==> config.mk <==
export PLATFORM = sky130hd
export DESIGN_NAME = mult_error_monitor
export DESIGN_NICKNAME = d
export VERILOG_FILES = /design/src/rtl/mult_eval_pkg.sv /design/src/rtl/mult_operand_gen.sv /design/src/rtl/mult_error_monitor.sv
export SDC_FILE = /design/constraint.sdc
export NUM_CORES = 1
export LEC_CHECK = 0
export CAP_MARGIN = 20
export CORE_ASPECT_RATIO = 1.4
export CORE_UTILIZATION = 50
export DETAILED_ROUTE_END_ITERATION = 6
export GPL_ROUTABILITY_DRIVEN = 0
export MAX_ROUTING_LAYER = met4
export PLACE_DENSITY = 0.75
export REMOVE_ABC_BUFFERS = 1
export SLEW_MARGIN = 0
export SYNTH_ARGS = -nofsm -noshare
export SYNTH_HDL_FRONTEND = slang
export SYNTH_HIERARCHICAL = 1
export SYNTH_SLANG_ARGS = --single-unit
==> constraint.sdc <==
create_clock -name clk -period 4.3 [get_ports clk]
set_input_delay 0.86 -clock clk [delete_from_list [all_inputs] [get_ports clk]]
set_output_delay 0.86 -clock clk [all_outputs]
set_load 0.05 [all_outputs]
==> src/rtl/mult_eval_pkg.sv <==
// Shared types and constants for the multiplier error monitor: FSM states,
// LFSR tap masks and the statistics counter width helper.
package mult_eval_pkg;

    typedef enum logic [1:0] {
        ST_IDLE,
        ST_RUN,
        ST_DRAIN,
        ST_DONE
    } state_t;

    // Maximal-length Fibonacci tap masks, bit k set for term x^(k+1).
    function automatic logic [31:0] lfsr_taps(input int n);
        case (n)
            4:       return 32'h0000_000C;  // x^4+x^3+1
            8:       return 32'h0000_00B8;  // x^8+x^6+x^5+x^4+1
            16:      return 32'h0000_B400;  // x^16+x^14+x^13+x^11+1
            32:      return 32'h8020_0003;  // x^32+x^22+x^2+x+1
            default: return 32'h0000_0000;
        endcase
    endfunction

    function automatic int cnt_width(input longint total);
        return $clog2(total + 1);
    endfunction

endpackage

==> src/rtl/mult_operand_gen.sv <==
// Operand source: 2W-bit Fibonacci LFSR by default, or a 2W-bit up-counter
// covering every operand pair when EXHAUSTIVE_SWEEP_EN is defined.
module mult_operand_gen
    import mult_eval_pkg::*;
#(
    parameter int                 WIDTH = 2,
    parameter logic [2*WIDTH-1:0] SEED  = {{(2*WIDTH-1){1'b0}}, 1'b1}
) (
    input  logic               clk,
    input  logic               rst,
    input  logic               load,
    input  logic               advance,
    output logic [2*WIDTH-1:0] value
);

    localparam int GW = 2 * WIDTH;

`ifdef EXHAUSTIVE_SWEEP_EN
    always_ff @(posedge clk) begin
        if (rst) begin
            value <= SEED;
        end else if (load) begin
            value <= '0;
        end else if (advance) begin
            value <= value + 1'b1;
        end
    end
`else
    localparam logic [GW-1:0] TAPS = GW'(lfsr_taps(GW));

    logic feedback;
    assign feedback = ^(value & TAPS);

    always_ff @(posedge clk) begin
        if (rst || load) begin
            value <= SEED;
        end else if (advance) begin
            value <= {value[GW-2:0], feedback};
        end
    end
`endif

endmodule

==> src/rtl/mult_error_monitor.sv <==
// Drives operand pairs into a candidate multiplier, scores its product against
// the exact one and accumulates error statistics. Build option: EXHAUSTIVE_SWEEP_EN.
module mult_error_monitor
    import mult_eval_pkg::*;
#(
    parameter int                 WIDTH       = 2,
    parameter int                 NUM_VECTORS = 20,
    parameter logic [2*WIDTH-1:0] SEED        = {{(2*WIDTH-1){1'b0}}, 1'b1},
`ifdef EXHAUSTIVE_SWEEP_EN
    localparam longint            TOTAL       = longint'(1) << (2 * WIDTH),
`else
    localparam longint            TOTAL       = longint'(NUM_VECTORS),
`endif
    localparam int                CNT_W       = cnt_width(TOTAL)
) (
    input  logic                     clk,
    input  logic                     rst,
    input  logic                     start,
    output logic [WIDTH-1:0]         op_a,
    output logic [WIDTH-1:0]         op_b,
    input  logic [2*WIDTH-1:0]       prod_in,
    output logic                     busy,
    output logic                     done,
    output logic [CNT_W-1:0]         err_count,
    output logic [2*WIDTH-1:0]       max_abs_err,
    output logic [2*WIDTH+CNT_W-1:0] sum_abs_err
);

    localparam int PW = 2 * WIDTH;

    state_t           state, next_state;
    logic             load_src, adv_src;
    logic [CNT_W-1:0] vec_cnt;
    logic             last_vec;
    logic [PW-1:0]    src;
    logic [PW-1:0]    exact;

    logic             cap_valid;
    logic [PW-1:0]    cap_prod, cap_exact;
    logic [PW:0]      diff;
    logic [PW-1:0]    abs_err;

    mult_operand_gen #(
        .WIDTH (WIDTH),
        .SEED  (SEED)
    ) u_gen (
        .clk     (clk),
        .rst     (rst),
        .load    (load_src),
        .advance (adv_src),
        .value   (src)
    );

    assign op_a     = src[WIDTH-1:0];
    assign op_b     = src[PW-1:WIDTH];
    assign exact    = {{WIDTH{1'b0}}, op_a} * {{WIDTH{1'b0}}, op_b};
    assign last_vec = (vec_cnt == CNT_W'(TOTAL - 1));
    assign busy     = (state == ST_RUN) || (state == ST_DRAIN);
    assign done     = (state == ST_DONE);

    always_ff @(posedge clk) begin
        if (rst) begin
            state <= ST_IDLE;
        end else begin
            state <= next_state;
        end
    end

    // The source is not advanced on the last vector so it holds through DRAIN/DONE.
    always_comb begin
        next_state = state;
        load_src   = 1'b0;
        adv_src    = 1'b0;
        case (state)
            ST_IDLE, ST_DONE: begin
                if (start) begin
                    next_state = ST_RUN;
                    load_src   = 1'b1;
                end
            end
            ST_RUN: begin
                if (last_vec) begin
                    next_state = ST_DRAIN;
                end else begin
                    adv_src = 1'b1;
                end
            end
            ST_DRAIN: next_state = ST_DONE;
            default:  next_state = ST_IDLE;
        endcase
    end

    always_ff @(posedge clk) begin
        if (rst || load_src) begin
            vec_cnt <= '0;
        end else if (adv_src) begin
            vec_cnt <= vec_cnt + 1'b1;
        end
    end

    always_ff @(posedge clk) begin
        if (rst || load_src) begin
            cap_valid <= 1'b0;
            cap_prod  <= '0;
            cap_exact <= '0;
        end else begin
            cap_valid <= (state == ST_RUN);
            cap_prod  <= prod_in;
            cap_exact <= exact;
        end
    end

    // Signed difference in PW+1 bits; the magnitude always fits in PW bits.
    assign diff    = {1'b0, cap_prod} - {1'b0, cap_exact};
    assign abs_err = diff[PW] ? (~diff[PW-1:0] + 1'b1) : diff[PW-1:0];

    always_ff @(posedge clk) begin
        if (rst || load_src) begin
            err_count   <= '0;
            max_abs_err <= '0;
            sum_abs_err <= '0;
        end else if (cap_valid) begin
            if (abs_err != '0) begin
                err_count <= err_count + 1'b1;
            end
            if (abs_err > max_abs_err) begin
                max_abs_err <= abs_err;
            end
            sum_abs_err <= sum_abs_err + {{CNT_W{1'b0}}, abs_err};
        end
    end

endmodule

Word-level counts from Yosys, hierarchy flattened
Cells that the tools add are included.
- mux-type cells: 8
- bitwise gates (word level): 1
- equal/unequal tests: 6
- add/sub/neg operators: 5
- $lt $le $gt $ge: 1
- reductions and logical operators: 9
- multipliers: 1
- operators with widths (operator ; count):
    $add 5x1->5 const B ; 2
    $add 9x4->9 ; 1
    $pmux 2 s3 ; 1
    $reduce_and 2->1 ; 3
    $eq 5x5->1 const B ; 1
    $sub 4x4->5 ; 1
    $add 4x1->4 const B ; 1
    $eq 2x2->1 const B ; 2
    $gt 4x4->1 ; 1
    $mul 2x2->4 ; 1
    $mux 1 ; 4
    $mux 2 ; 2
    $mux 4 ; 1
    $ne 2x2->1 const B ; 2
    $not 4->4 ; 1
    $reduce_bool 4->1 ; 1
    $reduce_xor 4->1 ; 1
    $eq 2x1->1 const B ; 1
    $logic_not 2->1 ; 1
    $logic_or 1x1->1 ; 2
    $reduce_or 2->1 ; 1
- bits of input ports: 7
- word-level logic and storage cells: 40
- register bits: 38
- output and inout bits: 24

Logic depth before layout (Yosys ltp)
Gate-level depths: netlist (run 1).
- depth after elaboration: 6
- depth in mapped cells: 16
- mapped depth without buffers: 16

By module
Netlist (run 1), hierarchy kept.
- by module, submodules not included (module ; cells an instance ; area each (um2) ; seq. area each (um2) ; times used):
    mult_error_monitor ; 206 ; 1858.0 ; 680.7 ; 1
    mult_operand_gen ; 15 ; 176.4 ; 80.1 ; 1

Worst setup path after synthesis (run 1)
No wires, ideal clock.
- path type: register to register
- start point: register cap_prod[0]
- end point: register sum_abs_err[8]
- period minus slack after synthesis: 2997 ps
- data required time: 4172 ps
- stages on the path, launching flop included: 16
- path buffers: 0
- data arrival time: 2870 ps
- library setup time: 128 ps
- slack: 1303 ps
- path through: dfxtp_1 inv_1 ha_1 inv_1 fa_1 inv_1 ha_1 a31o_2 inv_1 fa_1 nor2b_1 o21ai_0 a211oi_1 nand3_1 xor2_1 nor2_1
- word-level cells in the longest chain between the ends: 5
- ends and longest elaborated chain (item ; RTL line ; source):
    from (decl) ; mult_error_monitor.sv:39 ; logic [PW-1:0] cap_prod, cap_exact;
    from (signal assigned) ; mult_error_monitor.sv:108 ; cap_prod <= prod_in;
    $sub 4x4->5 * ; mult_error_monitor.sv:114 ; assign diff = {1'b0, cap_prod} - {1'b0, cap_exact};
    $not 4->4 ; mult_error_monitor.sv:115 ; assign abs_err = diff[PW] ? (~diff[PW-1:0] + 1'b1) : diff[PW-1:0];
    $add 4x1->4 ; mult_error_monitor.sv:115 ;
    $mux 4 * ; mult_error_monitor.sv:115 ;
    named net abs_err[1] ; mult_error_monitor.sv:41 ; logic [PW-1:0] abs_err;
    $add 9x4->9 * ; mult_error_monitor.sv:129 ; sum_abs_err <= sum_abs_err + {{CNT_W{1'b0}}, abs_err};
    to (signal assigned) ; mult_error_monitor.sv:129 ;
    to (decl) ; mult_error_monitor.sv:26 ; output logic [2*WIDTH+CNT_W-1:0] sum_abs_err
The timed path passes the listed nets; every way through them passes the cells marked *.
A chain may end at the register's enable or synchronous reset.

Worst setup path in the final report (run 1)
- start point: register cap_prod[0]
- end point: register max_abs_err[2]
- word-level cells in the longest chain between the ends: 6
- ends and longest elaborated chain (item ; RTL line ; source):
    $sub 4x4->5 * ; mult_error_monitor.sv:114 ;
    $not 4->4 ; mult_error_monitor.sv:115 ;
    $add 4x1->4 ; mult_error_monitor.sv:115 ;
    $mux 4 * ; mult_error_monitor.sv:115 ;
    named net abs_err[3] ; mult_error_monitor.sv:41 ;
    $gt 4x4->1 * ; mult_error_monitor.sv:126 ; if (abs_err > max_abs_err) begin
    $reduce_and 2->1 (no line) * ; -- ;
    to (signal assigned) ; mult_error_monitor.sv:127 ; max_abs_err <= abs_err;
    to (decl) ; mult_error_monitor.sv:25 ; output logic [2*WIDTH-1:0] max_abs_err,
Marks and branches as above.

==> flow_summary_export.csv, run 1 <==
group,metric,value,unit
run_status,status,"complete, no violations",
clock_network,insertion_delay,290,ps
clock_network,hold_buffers,0,
logic_synthesis,synth_cells,221,
floorplan,start_util,51.9,%
routing,drt-total-wl,3490,um
worst_setup_path,critPathKind,"reg2reg",
placement,dpl.cell_count,288,
logic_synthesis,synth.top_cells.by_area,"dfxtp_1 (37%), ha_1 (13%), nor2_1 (4.8%)",
power_and_ir_drop,p_int,0.000696,W
global_route,grt_pass1_vias,1436,
power_and_ir_drop,power_frac_clock,19.9,%
logic_synthesis,ys_types,39,
routing,ant_nets,0,
layout,drive_gt1_share,6.75,%
floorplan,die_height,77.5,um
placement,post-place-ws,1020,ps
placement,hpwlAfterDp,2650,um
global_route,antenna_found_initial,0,
timing,hold_ws,485,ps
worst_hold_path,min_path_type,"reg2reg",
clock_network,cts_resized,0,
global_route,grt-ovfl-total,0,
timing,clock_skew,11.0,ps
timing,drv_slew,0,
logic_synthesis,ys_seq_elements,38,
clock_network,post_cts_buffers,0,
worst_setup_path,cp_max_fo,7,
global_route,grt_pass1_wl,5980,um
layout,n_antenna_cell,0,
logic_synthesis,synth_flop_cell,"dfxtp_1",
layout,final_area,2440,um2
global_route,grt_max_degree,22,
routing,drt_iter0_markers,41,
routing,drc,0,
floorplan,die_w,55.9,um
worst_setup_path,cp.required,4500,ps
clock_network,root_buffer,"clkbuf_8",
layout,nets,282,
logic_synthesis,yosysTopAreaCellShare,37.4,%
floorplan,die_area,4330,um2
logic_synthesis,synthTopCellsByCount,"dfxtp_1 (38), nor2_1 (26), ha_1 (21)",
layout,fillers,345,
timing,timing.slew.headroom,31.4,%
power_and_ir_drop,combPwrFrac,43.3,%
power_and_ir_drop,p_sw,0.000478,W
logic_synthesis,yosysWarnings,6,
power_and_ir_drop,p_leak,0.943,nW
global_route,grt.total_usage,18.0,%
layout,layout.cells.non_filler,295,
routing,avgViaCountPerCell,5.33,
timing,clock.fmax,0.308,GHz
routing,drt_pass1_iterations,2,
job,max-cap-violations,0,
timing,worst_slew_pin_slew,1030,ps
worst_setup_path,cp-start-kind,"flop",
timing,rsz0062_at_grt,"false",
timing,final.period_utilization,75.4,%
logic_synthesis,syn-cell-area,2030,um2
power_and_ir_drop,powerDensity,481,nW/um2
logic_synthesis,yosysSeqAreaShare,37.4,%
timing,worst_slack,1060,ps
logic_synthesis,synth_most_common_cell,"dfxtp_1",
floorplan,coreArea,3920,um2
timing,hold_violations,0,
routing,route.detailed.wl_per_inst,11.8,um
timing,setup_violations,0,
clock_network,cts_tree,"done",
placement,placed_cell_area,2360,um2
timing,setup_tns,0,ps
clock_network,clockBufferDepth,2,
worst_setup_path,arrival,3440,ps
logic_synthesis,synthArstFlopShare,0,%
placement,port_buffers,30,
routing,num_vias,1571,
clock_network,cts_inserted_buffers,5,
worst_setup_path,cp-end-kind,"flop",
floorplan,pin_count,31,
power_and_ir_drop,seqPwrFrac,36.8,%
layout,syn_to_final_growth,19.9,%
floorplan,num_rows,27,
power_and_ir_drop,swShare,40.7,%
clock_network,clkTransAtPathRegs,70,ps
logic_synthesis,syn_area_per_cell,9.21,um2
logic_synthesis,synth_edf_count,0,
power_and_ir_drop,vdd_drop_max,458,uV
clock_network,cts.sinks,38,
timing,fin_crit,3240,ps
clock_network,cts_max_level,2,
logic_synthesis,synth_largest_area_cell,"dfxtp_1",
## power by group through the flow
stage          combinational [W]  sequential [W]  clock, W
3_3_place_gp            0.000504        0.000439         0
4_1_cts                 0.000515        0.000433  0.000241
3_5_place_dp            0.000512        0.000441         0
6_report                0.000508        0.000432  0.000234
5_1_grt                 0.000564        0.000439  0.000254
2_1_floorplan           0.000337        0.000486         0
## final timing paths
path,endpoint,slack (ps),depth (start not counted),from
max,max_abs_err[2],1060,14,cap_prod[0]
min reg2reg,err_count[4],490,2,err_count[4]
min,err_count[4],490,2,err_count[4]
max reg2reg,max_abs_err[2],1060,14,cap_prod[0]
## through the flow
| step | power [W] | utilization [%] |
|---|---|---|
| floorplan | 0.000824 | - |
| global placement | 0.000943 | 60.2 |
| detailed placement | 0.000953 | 60.2 |
| CTS | 0.00119 | 62.2 |
| global route | 0.00126 | 62.2 |
| finish | 0.00117 | 62.2 |
## cell families after synthesis
family	Yosys count	share of synthesized area, %
flip-flops	38	37.4
AO/OA/AOI/OAI	36	12.7
buffers and inverters	25	4.98
multiplexers	8	3.94
adder cells (fa/ha/maj)	23	14.9
AND/OR/NAND/NOR	79	20.9
XOR/XNOR	12	5.17
## layout make-up
cell class	count	area, um2	share of cell area (%)
Sequential cell	38	761	31.2
Tap cell	43	53.8	2.21
Multi-Input combinational cell	158	1170	48.1
Inverter	19	71.3	2.92
Clock inverter	1	7.51	0.308
Timing Repair Buffer	30	300	12.3
Clock buffer	6	72.6	2.98
## routing by layer
| metal | global-route usage (%) | up-vias | wire [um] |
|---|---|---|---|
| met1 | 18.8 | 721 | 1500 |
| met2 | 32.2 | 26 | 1780 |
| met4 | 7.32 | 0 | 63 |
| met5 | - | - | 0 |
| met3 | 4.50 | 7 | 144 |
| li1 | - | 817 | - |
## sequential cells by signal, summed over array words and instances (netlist names)
name / cells
cap_exact: 4
cap_prod: 4
cap_valid: 1
err_count: 5
max_abs_err: 4
state: 2
sum_abs_err: 9
u_gen/value: 4
vec_cnt: 5
## critical path, stage by stage (launching register included)
cell	delay, ps
dfxtp_1	300
inv_1	50
ha_1	150
inv_1	50
fa_1	430
xor2_1	210
o311ai_2	300
a21oi_2	90
or2_2	340
ha_1	300
nand4_1	100
nand2_1	50
a21oi_1	450
nor2_1	80
a311oi_1	250
## cell usage in the layout, fill, tap and decap left out, types with 2 or more instances in the layout
cell type / Yosys / layout
ha_1: 21 / 21
nor3_1: 5 / 5
a21oi_1: 11 / 11
dfxtp_1: 38 / 38
clkdlybuf4s50_1: 0 / 30
nand2_1: 10 / 10
a211oi_1: 6 / 6
and2_1: 12 / 12
fa_1: 2 / 2
nor2_1: 26 / 26
nand4_1: 3 / 3
xor2_1: 8 / 8
o211ai_1: 2 / 2
o21ai_0: 7 / 7
clkbuf_8: 0 / 5
or2_2: 3 / 3
and3b_1: 2 / 2
nor2b_1: 3 / 3
mux2i_1: 8 / 8
or3_1: 4 / 4
xnor2_1: 4 / 4
inv_1: 19 / 19
nand3_1: 5 / 5
No activity file was read; power rests on OpenSTA's default activity.
==> run 2, diff against run 1 <==
clock period = 3.1 ns   (was 4.3 ns; I/O delays follow)
==> run 2 against run 1 <==
Compared with the run above:
- register-to-register slack worse by 1000 ps
- total power is 51% higher
- clock skew is 3.7 ps lower
- combinational power is 65% higher
- highest routed layer unchanged
- sequential power is 40% higher
- clock power is 39% higher
- cell area is 9.2% higher
- critical path type unchanged
- count of clock-buffer cells in the layout stayed put
- critical endpoint is now sum_abs_err[7]
==> flow_summary_export.csv, run 2 (synthesized netlist as in run 1, its figures left out) <==
group,metric,value,unit
worst_hold_path,min_path_type,"reg2reg",
clock_network,clkTransAtPathRegs,70,ps
power_and_ir_drop,combPwrFrac,47.4,%
timing,final.period_utilization,98.2,%
layout,largest_register_ff_count,9,
layout,final_area,2660,um2
power_and_ir_drop,p_leak,1.00,nW
worst_setup_path,cp_max_fo,3,
clock_network,clockBufferDepth,2,
routing,drt_pass1_iterations,4,
placement,placed_cell_area,2410,um2
run_status,status,"complete, no violations",
clock_network,cts_inserted_buffers,5,
layout,nets,293,
routing,avgViaCountPerCell,5.40,
floorplan,pin_count,31,
clock_network,hold_buffers,0,
layout,n_antenna_cell,0,
floorplan,die_area,4330,um2
routing,ant_nets,0,
global_route,grt_pass1_vias,1571,
layout,syn_to_final_growth,30.9,%
global_route,antenna_found_initial,0,
worst_setup_path,cp-end-kind,"flop",
power_and_ir_drop,seqPwrFrac,34.2,%
power_and_ir_drop,power,0.00177,W
placement,port_buffers,30,
global_route,grt-ovfl-total,0,
timing,clock.fmax,0.329,GHz
timing,worst_slew_pin_slew,525,ps
timing,clock_skew,7.28,ps
floorplan,die_w,55.9,um
clock_network,cts_max_level,2,
worst_setup_path,cp-start-kind,"flop",
global_route,grt_pass1_wl,6450,um
power_and_ir_drop,vdd_drop_max,746,uV
clock_network,cts.sinks,38,
global_route,grt_max_degree,22,
power_and_ir_drop,p_int,0.00105,W
worst_setup_path,critPathKind,"reg2reg",
timing,setup_tns,0,ps
timing,fin_crit,3040,ps
worst_setup_path,cp.required,3320,ps
clock_network,cts_tree,"done",
routing,route.detailed.wl_per_inst,13.5,um
timing,hold_ws,491,ps
power_and_ir_drop,power_frac_clock,18.4,%
layout,final_cell_mix,"dfxtp_1 (37), clkdlybuf4s50_1 (30), nor2_1 (26)",
routing,drc,0,
job,max-cap-violations,0,
layout,top_register,"sum_abs_err",
timing,drv_slew,0,
timing,hold_violations,0,
floorplan,num_rows,27,
layout,fillers,310,
layout,reg.largest.list,"sum_abs_err: 9 flops, err_count: 5 flops, vec_cnt: 5 flops",
layout,layout_commonest_cell,"dfxtp_1",
timing,setup_violations,0,
global_route,grt.total_usage,19.3,%
power_and_ir_drop,swShare,40.8,%
timing,timing.slew.headroom,64.9,%
floorplan,coreArea,3920,um2
layout,drive_gt1_share,19.0,%
worst_setup_path,arrival,3260,ps
routing,drt_iter0_markers,19,
floorplan,start_util,51.9,%
routing,num_vias,1652,
clock_network,root_buffer,"clkbuf_8",
power_and_ir_drop,powerDensity,664,nW/um2
clock_network,insertion_delay,290,ps
placement,hpwlAfterDp,2770,um
power_and_ir_drop,p_sw,0.000721,W
floorplan,die_height,77.5,um
routing,drt-total-wl,4140,um
run 2: path summary, 6_finish.rpt:
check | from | end | slack (ps) | cells past startpoint
max reg2reg | cap_prod[0] | sum_abs_err[7] | 60 | 16
min reg2reg | err_count[4] | err_count[4] | 490 | 2
max | cap_prod[0] | sum_abs_err[7] | 60 | 16
min | err_count[4] | err_count[4] | 490 | 2
run 2: routing by layer:
metal	part of all wire (%)	global-route usage [%]	wire, um
met5	0	-	0
met4	3.3	10.0	135
met3	3.6	4.00	151
met2	52	35.7	2140
met1	41	18.8	1710
run 2: critical path, stage by stage, from the launching register on:
cell and delay, ps:
dfxtp_2 320, inv_2 40, ha_2 170, inv_2 40
fa_2 550, inv_2 50, ha_2 170, a211o_1 240
nand2_2 110, nand2_4 90, ha_4 300, nand3_2 80
nand2_2 80, and2_4 140, o211ai_1 130, or3_1 380
a21oi_1 120
run 2: timing repair:
item                                    in CTS  in global routing
endpoints found under the hold margin        0                  0
pin swaps                                    6                 14
resized for setup                            3                 29
buffers inserted                             1                  3
endpoints found under the setup margin       3                 10
run 2: metrics by stage:
stage               worst slack [ps]  util [%]  instances
floorplan                        104         -        215
global placement                26.1      61.5        295
detailed placement             -29.1      61.5        295
CTS                             8.00      64.5        303
global route                   -79.4      68.0        306
finish                          56.8      68.0        306
run 2: final cells by class:
class / count / area [um2] / area share, %
Timing Repair Buffer: 41 / 390 / 14.7
Tap cell: 43 / 53.8 / 2.02
Clock inverter: 1 / 7.51 / 0.282
Multi-Input combinational cell: 158 / 1310 / 49.0
Inverter: 19 / 71.3 / 2.68
Sequential cell: 38 / 762 / 28.6
Clock buffer: 6 / 72.6 / 2.72
run 2: power by group through the flow:
stage	combinational [W]	clock [W]	sequential (W)
2_1_floorplan	0.000468	0	0.000675
3_3_place_gp	0.000734	0	0.000609
3_5_place_dp	0.000743	0	0.000612
4_1_cts	0.000757	0.000335	0.000602
5_1_grt	0.000914	0.000351	0.000612
6_report	0.000838	0.000326	0.000604
==> run 3, diff against run 2 <==
GPL_TIMING_DRIVEN = 0   (was unset)
SKIP_LAST_GASP = 1   (was unset)
==> run 3 against run 2 <==
Compared with the run above:
- register-to-register slack about the same
- total power decreased by 0.71%
- sequential power decreased by 0.7%
- worst hold slack improved by 3.0 ps
- non-clock buffer count decreased by 4
- sequential share of layout area increased by 0.25 points
- largest cell class unchanged
==> flow_summary_export.csv, run 3 (synthesized netlist as in run 1, its figures left out) <==
group,metric,value,unit
clock_network,cts_tree,"done",
layout,fillers,320,
power_and_ir_drop,p_int,0.00104,W
routing,ant_nets,0,
global_route,grt.total_usage,19.3,%
clock_network,cts.sinks,38,
layout,reg.largest.list,"sum_abs_err: 9 flops, err_count: 5 flops, vec_cnt: 5 flops",
routing,drt_iter0_markers,29,
layout,drive_gt1_share,18.1,%
power_and_ir_drop,power_frac_clock,19.9,%
placement,dpl.cell_count,288,
worst_setup_path,cp_cell_sequence,"inv_2, ha_4, inv_2, fa_2, inv_2, ha_4, a211o_1, nand2_2, nand2_4, ha_4, nand3_2, nand2_2, and2_4, o211ai_1, or3_1, a21oi_1",
worst_setup_path,cp_max_fo,3,
worst_setup_path,critPathKind,"reg2reg",
placement,port_buffers,30,
timing,fin_crit,3050,ps
floorplan,num_rows,27,
worst_setup_path,cp-start-kind,"flop",
worst_setup_path,path_buf_inv,3,
timing,timing.slew.headroom,59.9,%
power_and_ir_drop,swShare,40.6,%
floorplan,start_util,51.9,%
worst_setup_path,slowest_delay,550,ps
worst_setup_path,slowest_stage,"fa_2",
timing,clock_skew,6.53,ps
global_route,grt_pass1_wl,6490,um
global_route,grt-ovfl-total,0,
placement,placed_cell_area,2360,um2
power_and_ir_drop,combPwrFrac,45.9,%
clock_network,insertion_delay,290,ps
clock_network,hold_buffers,0,
routing,avgViaCountPerCell,5.44,
layout,fin_util,67.5,%
floorplan,die_height,77.5,um
placement,hpwlAfterDp,2640,um
layout,final_cell_mix,"dfxtp_1 (36), clkdlybuf4s50_1 (30), nor2_1 (26)",
floorplan,die_w,55.9,um
routing,route.detailed.wl_per_inst,12.8,um
floorplan,pin_count,31,
worst_setup_path,cp_top_family,"adder cells",
routing,drt-total-wl,3870,um
layout,syn_to_final_growth,30.0,%
layout,nets,289,
layout,layout_commonest_cell,"dfxtp_1",
clock_network,root_buffer,"clkbuf_8",
timing,hold_violations,0,
clock_network,clkTransAtPathRegs,80,ps
floorplan,coreArea,3920,um2
worst_setup_path,cp.required,3320,ps
power_and_ir_drop,power,0.00176,W
worst_setup_path,arrival,3270,ps
layout,n_antenna_cell,0,
global_route,grt_max_degree,22,
power_and_ir_drop,powerDensity,664,nW/um2
layout,final_area,2650,um2
job,max-cap-violations,0,
timing,setup_violations,0,
layout,top_register,"sum_abs_err",
worst_setup_path,cp-end-kind,"flop",
timing,drv_slew,0,
routing,drc,0,
routing,drt_pass1_iterations,6,
global_route,antenna_found_initial,0,
timing,rsz0062_at_grt,"true",
power_and_ir_drop,p_sw,0.000713,W
power_and_ir_drop,vdd_drop_max,710,uV
power_and_ir_drop,seqPwrFrac,34.2,%
global_route,grt_pass1_vias,1534,
clock_network,cts_max_level,2,
timing,final.period_utilization,98.3,%
timing,worst_slew_pin_slew,599,ps
floorplan,die_area,4330,um2
timing,clock.fmax,0.328,GHz
layout,layout.cells.non_filler,303,
clock_network,cts_inserted_buffers,5,
layout,largest_register_ff_count,9,
power_and_ir_drop,p_leak,0.998,nW
worst_hold_path,min_path_type,"reg2reg",
clock_network,clockBufferDepth,2,
routing,num_vias,1648,
run_status,status,"complete, no violations",
-- run 3: changes by cell type in the layout (fill, tap and decap cells not counted), moves of 2 or more --
cell / before / now
o21ai_0: 3 / 5
ha_1: 14 / 16
buf_6: 2 / 0
buf_4: 9 / 7
o21ai_1: 4 / 2
ha_2: 2 / 0
-- run 3: worst paths after layout --
| kind | start | endpoint | slack [ps] | depth (start not counted) |
|---|---|---|---|---|
| setup / recovery | cap_prod[0] | sum_abs_err[7] | 50 | 16 |
| hold / removal | err_count[4] | err_count[4] | 490 | 2 |
| setup reg to reg | cap_prod[0] | sum_abs_err[7] | 50 | 16 |
| hold reg to reg | err_count[4] | err_count[4] | 490 | 2 |
-- run 3: power groups by stage --
stage	Clock [W]	Sequential, W	Combinational, W
after floorplan	0	0.000675	0.000468
after global placement	0	0.000608	0.000697
after detailed placement	0	0.000610	0.000712
after CTS	0.000361	0.000599	0.000758
after global routing	0.000377	0.000609	0.000894
final	0.000349	0.000600	0.000806
-- run 3: final cells by class --
class | count | area [um2] | share of cell area (%)
tap | 43 | 53.8 | 2.03
multi-input combinational | 158 | 1310 | 49.6
inverter | 19 | 71.3 | 2.70
clock inverter | 1 | 5.00 | 0.189
sequential | 38 | 763 | 28.9
timing repair buffer | 37 | 353 | 13.3
clock buffer | 7 | 86.3 | 3.26
-- run 3: tightest hold or removal path: stages (launching register included) --
cell and delay (ps):
dfxtp_1 330, nand2_1 60, mux2i_1 60
-- run 3: per-layer routing --
metal | part of all wire, % | track usage [%]
met1 | 41 | 19.9
met2 | 54 | 35.3
met3 | 3.3 | 3.83
met4 | 1.4 | 7.80
met5 | 0 | -
-- run 3: repair_timing --
item                                    CTS  global route
setup buffers                             4             2
gates cloned                              0             0
pin swaps                                 7            15
endpoints found under the setup margin    8             9
resized for setup                        15            16
-- run 3: per-stage QoR --
stage | hold WS (ps) | TNS, ps | setup slack [ps]
3_5_place_dp | 475 | -818 | -164
6_report | 494 | 0 | 52.3
5_1_grt | 524 | -179 | -64.8
4_1_cts | 495 | 0 | 13.3
2_1_floorplan | 460 | 0 | 104
3_3_place_gp | 458 | -365 | -105
